<file path="src/rtl/pipe_hazard_ctrl_if.sv">
// ---------------------------------------------------------------------------
// pipe_hazard_ctrl_if
// Bundle of the signals exchanged between the 5-stage pipeline datapath and
// the hazard/sequencing controller.
//
// Pipeline -> controller (hazard sources):
//   id_rs, id_rt          source registers of the instruction in ID
//   id_use_rs, id_use_rt  ID instruction really reads rs / rt
//   ex_r_datamem          EX instruction is a load
//   ex_regfile_w_en       EX instruction writes the register file
//   ex_regfile_req_w      EX destination register
//   ex_branch_taken       branch/jump resolved taken in EX
//   mem_req, mem_ready    data-memory access in MEM and its completion
// Controller -> pipeline (stage control):
//   pc_en                 PC update enable
//   en_ps1..en_ps4        stage-register enables (IF/ID, ID/EX, EX/MEM, MEM/WB)
//   clear_ps1..clear_ps4  stage-register synchronous clears (insert bubble)
//
// Modports: slave = the controller, master = the pipeline datapath.
// ---------------------------------------------------------------------------
interface pipe_hazard_ctrl_if;
  logic [4:0] id_rs;
  logic [4:0] id_rt;
  logic       id_use_rs;
  logic       id_use_rt;
  logic       ex_r_datamem;
  logic       ex_regfile_w_en;
  logic [4:0] ex_regfile_req_w;
  logic       ex_branch_taken;
  logic       mem_req;
  logic       mem_ready;

  logic       pc_en;
  logic       en_ps1;
  logic       en_ps2;
  logic       en_ps3;
  logic       en_ps4;
  logic       clear_ps1;
  logic       clear_ps2;
  logic       clear_ps3;
  logic       clear_ps4;

  modport slave (
    input  id_rs, id_rt, id_use_rs, id_use_rt,
    input  ex_r_datamem, ex_regfile_w_en, ex_regfile_req_w, ex_branch_taken,
    input  mem_req, mem_ready,
    output pc_en, en_ps1, en_ps2, en_ps3, en_ps4,
    output clear_ps1, clear_ps2, clear_ps3, clear_ps4
  );

  modport master (
    output id_rs, id_rt, id_use_rs, id_use_rt,
    output ex_r_datamem, ex_regfile_w_en, ex_regfile_req_w, ex_branch_taken,
    output mem_req, mem_ready,
    input  pc_en, en_ps1, en_ps2, en_ps3, en_ps4,
    input  clear_ps1, clear_ps2, clear_ps3, clear_ps4
  );
endinterface

</file>
<file path="src/rtl/pipe_hazard_ctrl.sv">
// ---------------------------------------------------------------------------
// pipe_hazard_ctrl
// Central sequencer for the four pipeline stage registers. Inserts load-use
// bubbles, flushes IF/ID and ID/EX on a taken branch/jump, freezes the front
// of the pipe while a data-memory access is outstanding (aborting to HALT on
// timeout), and halts/resumes the core. Keeps saturating counters of
// load-use stalls and branch flushes for the debug bus.
//
// Ports:
//   clk          clock, rising edge
//   rst_n        asynchronous active-low reset
//   pipe         pipeline hazard sources in / stage controls out (slave)
//   halt_req_i   single-cycle halt request
//   resume_i     single-cycle resume request
//   halted_o     core is in HALT
//   mem_err_o    one-cycle pulse after a data-memory timeout
//   stall_cnt_o  load-use bubbles inserted (saturating)
//   flush_cnt_o  branch flushes performed (saturating)
// ---------------------------------------------------------------------------
module pipe_hazard_ctrl #(
  parameter int CNT_W       = 32,
  parameter int TO_W        = 8,
  parameter int MEM_TIMEOUT = 200
) (
  input  logic                 clk,
  input  logic                 rst_n,
  pipe_hazard_ctrl_if.slave    pipe,
  input  logic                 halt_req_i,
  input  logic                 resume_i,
  output logic                 halted_o,
  output logic                 mem_err_o,
  output logic [CNT_W-1:0]     stall_cnt_o,
  output logic [CNT_W-1:0]     flush_cnt_o
);

  typedef enum logic [1:0] {
    RUN      = 2'd0,
    MEM_WAIT = 2'd1,
    HALT     = 2'd2
  } state_e;

  localparam logic [TO_W-1:0] TO_LAST = TO_W'(MEM_TIMEOUT - 1);

  state_e            state_q, state_d;
  logic [TO_W-1:0]   to_cnt_q, to_cnt_d;
  logic              halt_pending_q, halt_pending_d;
  logic              mem_err_q, mem_err_d;
  logic [CNT_W-1:0]  stall_cnt_q, stall_cnt_d;
  logic [CNT_W-1:0]  flush_cnt_q, flush_cnt_d;

  logic              load_use;
  logic              run_like;

  // r0 is hardwired to zero, so a load targeting it can never create a hazard.
  assign load_use = pipe.ex_r_datamem & pipe.ex_regfile_w_en &
                    (pipe.ex_regfile_req_w != 5'd0) &
                    ((pipe.id_use_rs & (pipe.id_rs == pipe.ex_regfile_req_w)) |
                     (pipe.id_use_rt & (pipe.id_rt == pipe.ex_regfile_req_w)));

  always_ff @(posedge clk or negedge rst_n) begin
    if (!rst_n) begin
      state_q        <= RUN;
      to_cnt_q       <= '0;
      halt_pending_q <= 1'b0;
      mem_err_q      <= 1'b0;
      stall_cnt_q    <= '0;
      flush_cnt_q    <= '0;
    end else begin
      state_q        <= state_d;
      to_cnt_q       <= to_cnt_d;
      halt_pending_q <= halt_pending_d;
      mem_err_q      <= mem_err_d;
      stall_cnt_q    <= stall_cnt_d;
      flush_cnt_q    <= flush_cnt_d;
    end
  end

  // run_like marks cycles whose outputs follow the normal RUN rules, including
  // the MEM_WAIT cycle in which memory finally completes; only in those cycles
  // are branch flushes and load-use stalls evaluated and counted.
  always_comb begin
    pipe.pc_en     = 1'b1;
    pipe.en_ps1    = 1'b1;
    pipe.en_ps2    = 1'b1;
    pipe.en_ps3    = 1'b1;
    pipe.en_ps4    = 1'b1;
    pipe.clear_ps1 = 1'b0;
    pipe.clear_ps2 = 1'b0;
    pipe.clear_ps3 = 1'b0;
    pipe.clear_ps4 = 1'b0;
    halted_o       = 1'b0;
    run_like       = 1'b0;
    state_d        = state_q;
    to_cnt_d       = to_cnt_q;
    halt_pending_d = halt_pending_q | halt_req_i;
    mem_err_d      = 1'b0;
    stall_cnt_d    = stall_cnt_q;
    flush_cnt_d    = flush_cnt_q;

    case (state_q)
      RUN: begin
        if (pipe.mem_req && !pipe.mem_ready) begin
          pipe.pc_en     = 1'b0;
          pipe.en_ps1    = 1'b0;
          pipe.en_ps2    = 1'b0;
          pipe.en_ps3    = 1'b0;
          pipe.clear_ps4 = 1'b1;
          to_cnt_d       = '0;
          state_d        = MEM_WAIT;
        end else begin
          run_like = 1'b1;
          // The halt is taken from the registered request so that the pipe
          // still advances in this cycle before the core stops.
          if (halt_pending_q) begin
            halt_pending_d = 1'b0;
            state_d        = HALT;
          end
        end
      end

      MEM_WAIT: begin
        if (pipe.mem_ready) begin
          run_like = 1'b1;
          to_cnt_d = '0;
          state_d  = RUN;
        end else begin
          pipe.pc_en     = 1'b0;
          pipe.en_ps1    = 1'b0;
          pipe.en_ps2    = 1'b0;
          pipe.en_ps3    = 1'b0;
          pipe.clear_ps4 = 1'b1;
          if (to_cnt_q == TO_LAST) begin
            // A timeout already lands in HALT, so an outstanding halt request
            // is consumed rather than re-halting right after resume.
            to_cnt_d       = '0;
            mem_err_d      = 1'b1;
            halt_pending_d = 1'b0;
            state_d        = HALT;
          end else begin
            to_cnt_d = to_cnt_q + TO_W'(1);
          end
        end
      end

      HALT: begin
        pipe.pc_en     = 1'b0;
        pipe.en_ps1    = 1'b0;
        pipe.en_ps2    = 1'b0;
        pipe.en_ps3    = 1'b0;
        pipe.en_ps4    = 1'b0;
        halted_o       = 1'b1;
        halt_pending_d = 1'b0;
        if (resume_i) begin
          state_d = RUN;
        end
      end

      default: begin
        state_d = RUN;
      end
    endcase

    // A taken branch discards the younger instructions, so any load-use
    // dependency among them is moot and is not counted as a stall.
    if (run_like) begin
      if (pipe.ex_branch_taken) begin
        pipe.clear_ps1 = 1'b1;
        pipe.clear_ps2 = 1'b1;
        pipe.pc_en     = 1'b1;
        flush_cnt_d    = (&flush_cnt_q) ? flush_cnt_q : flush_cnt_q + CNT_W'(1);
      end else if (load_use) begin
        pipe.pc_en     = 1'b0;
        pipe.en_ps1    = 1'b0;
        pipe.clear_ps2 = 1'b1;
        stall_cnt_d    = (&stall_cnt_q) ? stall_cnt_q : stall_cnt_q + CNT_W'(1);
      end
    end
  end

  assign mem_err_o   = mem_err_q;
  assign stall_cnt_o = stall_cnt_q;
  assign flush_cnt_o = flush_cnt_q;

endmodule
</file>
<file path="src/flat_wrapper.sv">
// flat-port wrapper written by rule: the top's interface ports become plain ports
module pipe_hazard_ctrl_flat 
#(
  parameter int CNT_W       = 32,
  parameter int TO_W        = 8,
  parameter int MEM_TIMEOUT = 200
)
  (clk, rst_n, halt_req_i, resume_i, halted_o, mem_err_o, stall_cnt_o, flush_cnt_o, pipe_id_rs, pipe_id_rt, pipe_id_use_rs, pipe_id_use_rt, pipe_ex_r_datamem, pipe_ex_regfile_w_en, pipe_ex_regfile_req_w, pipe_ex_branch_taken, pipe_mem_req, pipe_mem_ready, pipe_pc_en, pipe_en_ps1, pipe_en_ps2, pipe_en_ps3, pipe_en_ps4, pipe_clear_ps1, pipe_clear_ps2, pipe_clear_ps3, pipe_clear_ps4);
  pipe_hazard_ctrl_if pipe_i ();
  input  logic clk;
  input  logic rst_n;
  input  logic halt_req_i;
  input  logic resume_i;
  output logic halted_o;
  output logic mem_err_o;
  output logic [CNT_W-1:0] stall_cnt_o;
  output logic [CNT_W-1:0] flush_cnt_o;
  input wire logic [$bits(pipe_i.id_rs)-1:0] pipe_id_rs;
  input wire logic [$bits(pipe_i.id_rt)-1:0] pipe_id_rt;
  input wire logic [$bits(pipe_i.id_use_rs)-1:0] pipe_id_use_rs;
  input wire logic [$bits(pipe_i.id_use_rt)-1:0] pipe_id_use_rt;
  input wire logic [$bits(pipe_i.ex_r_datamem)-1:0] pipe_ex_r_datamem;
  input wire logic [$bits(pipe_i.ex_regfile_w_en)-1:0] pipe_ex_regfile_w_en;
  input wire logic [$bits(pipe_i.ex_regfile_req_w)-1:0] pipe_ex_regfile_req_w;
  input wire logic [$bits(pipe_i.ex_branch_taken)-1:0] pipe_ex_branch_taken;
  input wire logic [$bits(pipe_i.mem_req)-1:0] pipe_mem_req;
  input wire logic [$bits(pipe_i.mem_ready)-1:0] pipe_mem_ready;
  output wire logic [$bits(pipe_i.pc_en)-1:0] pipe_pc_en;
  output wire logic [$bits(pipe_i.en_ps1)-1:0] pipe_en_ps1;
  output wire logic [$bits(pipe_i.en_ps2)-1:0] pipe_en_ps2;
  output wire logic [$bits(pipe_i.en_ps3)-1:0] pipe_en_ps3;
  output wire logic [$bits(pipe_i.en_ps4)-1:0] pipe_en_ps4;
  output wire logic [$bits(pipe_i.clear_ps1)-1:0] pipe_clear_ps1;
  output wire logic [$bits(pipe_i.clear_ps2)-1:0] pipe_clear_ps2;
  output wire logic [$bits(pipe_i.clear_ps3)-1:0] pipe_clear_ps3;
  output wire logic [$bits(pipe_i.clear_ps4)-1:0] pipe_clear_ps4;
  assign pipe_i.id_rs = pipe_id_rs;
  assign pipe_i.id_rt = pipe_id_rt;
  assign pipe_i.id_use_rs = pipe_id_use_rs;
  assign pipe_i.id_use_rt = pipe_id_use_rt;
  assign pipe_i.ex_r_datamem = pipe_ex_r_datamem;
  assign pipe_i.ex_regfile_w_en = pipe_ex_regfile_w_en;
  assign pipe_i.ex_regfile_req_w = pipe_ex_regfile_req_w;
  assign pipe_i.ex_branch_taken = pipe_ex_branch_taken;
  assign pipe_i.mem_req = pipe_mem_req;
  assign pipe_i.mem_ready = pipe_mem_ready;
  assign pipe_pc_en = pipe_i.pc_en;
  assign pipe_en_ps1 = pipe_i.en_ps1;
  assign pipe_en_ps2 = pipe_i.en_ps2;
  assign pipe_en_ps3 = pipe_i.en_ps3;
  assign pipe_en_ps4 = pipe_i.en_ps4;
  assign pipe_clear_ps1 = pipe_i.clear_ps1;
  assign pipe_clear_ps2 = pipe_i.clear_ps2;
  assign pipe_clear_ps3 = pipe_i.clear_ps3;
  assign pipe_clear_ps4 = pipe_i.clear_ps4;
  pipe_hazard_ctrl #(.CNT_W(CNT_W), .TO_W(TO_W), .MEM_TIMEOUT(MEM_TIMEOUT)) u_core (.clk(clk), .rst_n(rst_n), .pipe(pipe_i), .halt_req_i(halt_req_i), .resume_i(resume_i), .halted_o(halted_o), .mem_err_o(mem_err_o), .stall_cnt_o(stall_cnt_o), .flush_cnt_o(flush_cnt_o));
endmodule
</file>
<file path="config.mk">
export PLATFORM = sky130hd
export DESIGN_NAME = pipe_hazard_ctrl_flat
export DESIGN_NICKNAME = d
export VERILOG_FILES = /design/src/rtl/pipe_hazard_ctrl_if.sv /design/src/rtl/pipe_hazard_ctrl.sv /design/src/flat_wrapper.sv
export SDC_FILE = /design/constraint.sdc
export NUM_CORES = 1
export LEC_CHECK = 0
export ABC_AREA = 1
export CAP_MARGIN = 25
export CORE_MARGIN = 1
export CORE_UTILIZATION = 53
export CTS_CLUSTER_DIAMETER = 200
export DETAILED_ROUTE_END_ITERATION = 7
export PLACE_DENSITY = 0.81
export SLEW_MARGIN = 20
export SYNTH_ARGS = -nofsm -noshare
export SYNTH_HDL_FRONTEND = slang
export SYNTH_SLANG_ARGS = --single-unit
</file>
<file path="constraint.sdc">
create_clock -name clk -period 2.17 [get_ports clk]
set_input_delay 0.434 -clock clk [delete_from_list [all_inputs] [get_ports clk]]
set_output_delay 0.434 -clock clk [all_outputs]
set_load 0.02 [all_outputs]
</file>
==> qor.txt <==
Outcome: finished clean
Area grow syn2layout: 27.2%
# IOs: 101
FF+latch count, synth: 76
Static leakage: 3.30 nW
Post-synth top cells: 362 x nand2_1, 110 x nor2_1, 82 x nand3_1
Clk buf depth: 2
Power density over cell area: 595 mW/mm^2
Vias: 5764
Vias in the first global route: 5236
DP Wirelength: 11500 um
Crit-path max FO: 4
Final clock skew: 0.00724 ns
Share of layout cells above drive strength 1: 9.42%
Final worst slack: 0.0169 ns
Total clock buffers created by CTS: 9
Max-cap check violation count: 0
Slew Viols, Final: 0
Clk pwr share: 26.9%
Count leader, synth: nand2_1
Core Box Area: 0.00977 sq mm
Largest net degree at the start of global routing: 43
Sw Share: 37.0%
Prevailing post-synth register cell: dfrtp_1
Initial antenna violation count: 0
Cells after synthesis: 824
Met2 routed WL: 7250 um
Sw Pwr: 1.50 mW
Die footprint: 0.0105 sq mm
Initial core utilization: 54.8%
GRT Overall Usage: 30.3%
DR pass1 iterations: 6
WL/cell: 14.7 um
Post-synth top area cell: dfrtp_1
Syn Std Cell Area: 0.00536 sq mm
Number of synthesized flops with an enable pin: 0
Fin. Hold Viols: 0
Worst-Skew Late Latency: 0.35 ns
Root Driver: clkbuf_8
Share of the synthesized area in the top cell type: 35.5%
Fmax: 464 MHz
Layout Nets: 969
Mean Syn Cell Area: 6.50 sq um
VDD IR max: 0.544 mV
Routability cong.: 0.972
Tightest Hold Check Type: in -> async
Pre-CTS setup slack: -0.590 ns
CTS tree: yes
Clock sink total: 76
Top cells by area, synth: dfrtp_1 35%, nand2_1 25%, nor2_1 7.7%
Die X: 103 um
Sequential-to-total area share from yosys stat: 35.5%
Clock Pin Slew Worst Setup and Hold Paths: 0.08 ns
Uppermost layer routed: met4
Total DRC errors in the routed layout: 0
First DRT Iteration DRCs: 410
Post-route minimum period: 2.15 ns
Synth cell types: 34
Num rows: 36
Final period util: 99.2%
Final wirelength: 15800 um
Arr. time, crit path: 1.72 ns
Global-route wire length before repair: 24800 um
H-Tree Depth: 3
PortBufs: 99
RSZ-0062 raised after global routing: yes
Routed wl met3: 1400 um
Syn Nets: 853
Antenna diodes: 0
Metal-1 WL: 6790 um
Seq pwr share: 39.9%
Vias per inst: 5.35
Req. time, crit path: 1.74 ns
Async SR Flop Fraction: 100%
Comb pwr share: 33.2%
CP Capture Type: output port
Die height: 103 um
Internal Power: 2.55 mW
Util after Layout: 69.7%
Worst setup SP type: flip-flop
Overflow left after global routing: 0
Critical path class: reg -> out
Synth warn: 0
Setup violators final: 0
Post-DRT Antenna Nets: 0
[cell families after synthesis]
family | Yosys count | share of synthesized area [%]
flip-flops | 76 | 35.5
XOR/XNOR | 31 | 5.07
AO/OA/AOI/OAI | 15 | 1.87
AND/OR/NAND/NOR | 614 | 49.4
adder cells (fa/ha/maj) | 3 | 0.701
buffers and inverters | 84 | 7.36
other | 1 | 0.0700
[layout by cell type, fill, tap and decap left out, types with 3 or more instances in the layout]
cell type and n:
nor3_1 17, nor2_2 7, dlygate4sd2_1 18, buf_4 25, clkbuf_8 9, nand2_1 357
nand2_4 5, inv_2 5, clkdlybuf4s50_1 72, xor2_1 25, o21ai_0 3, nand4_1 3
inv_1 59, nand3_4 4, nor2_1 106, nand2_2 7, nand3_1 79, clkbuf_1 3
dfrtp_1 75, xnor2_1 6, a21oi_1 4, nand3_2 4, nand3b_1 19
[worst paths after layout]
check                                             end  slack (ns)                   from  cells after the start
worst max-delay path                      pipe_en_ps1        0.02      u_core.state_q[0]                      9
worst min-delay path            u_core.flush_cnt_o[1]        0.03                  rst_n                      1
worst max register to register  u_core.stall_cnt_o[4]        0.15  u_core.stall_cnt_o[1]                      9
worst min register to register     u_core.to_cnt_q[1]        0.53     u_core.to_cnt_q[1]                      2
max in group asynchronous           u_core.state_q[0]        1.57                  rst_n                      2
min in group clk                   u_core.to_cnt_q[2]        0.46         pipe_mem_ready                      2
[final cells by class]
cell class | count | area [sq um]
Clock inverter | 4 | 50.0
Clock buffer | 12 | 135
Fill cell | 870 | 2960
Timing Repair Buffer | 123 | 1160
Sequential cell | 76 | 1900
Inverter | 64 | 240
Multi-Input combinational cell | 666 | 3160
Tap cell | 133 | 166
[what timing repair did]
action,in CTS,in global routing
endpoints found under the hold margin,0,0
hold buffers,0,0
resized for setup,47,22
endpoints found under the setup margin,8,39
pin swaps,10,10
buffers inserted,4,1
cloned,0,2
[power by group through the flow]
stage | Combinational, mW | Sequential (mW) | Clock [mW]
final | 1.35 | 1.62 | 1.09
after floorplan | 0.753 | 1.68 | 0
after global routing | 1.48 | 1.63 | 1.16
after CTS | 1.28 | 1.61 | 1.09
after global placement | 1.26 | 1.63 | 0
after detailed placement | 1.30 | 1.64 | 0
[flip-flops by register name (all words and copies together), names as in the netlist]
signal                 cells
u_core.mem_err_o           1
u_core.flush_cnt_o        32
u_core.halt_pending_q      1
u_core.stall_cnt_o        32
u_core.to_cnt_q            8
u_core.state_q             2
[critical path: stages (launching register included)]
cell and delay, ns:
dfrtp_2 0.45, nor2_2 0.13, nand2_2 0.09, o21ai_4 0.08, nand3_2 0.11, a21oi_2 0.14
nand2_1 0.09, nand2_2 0.08, inv_1 0.04, buf_4 0.14
[through the flow]
stage               total power [mW]  TNS [ns]  std cells  instance area, sq um  hold slack [ns]
global placement                2.89     -2.82       1055                  6510            0.414
floorplan                       2.43         0        824                  5360            0.138
CTS                             3.98   -0.0128       1075                  6720           0.0366
finish                          4.05         0       1078                  6810           0.0273
detailed placement              2.94     -5.25       1055                  6510            0.419
global route                    4.27    -0.123       1078                  6810           0.0616
[layer usage]
metal	vias up	global-route usage (%)
met3	34	5.49
met4	0	12.1
li1	2811	-
met2	279	47.1
met5	-	0
met1	2640	41.7
No activity file was read; power rests on OpenSTA's default activity.
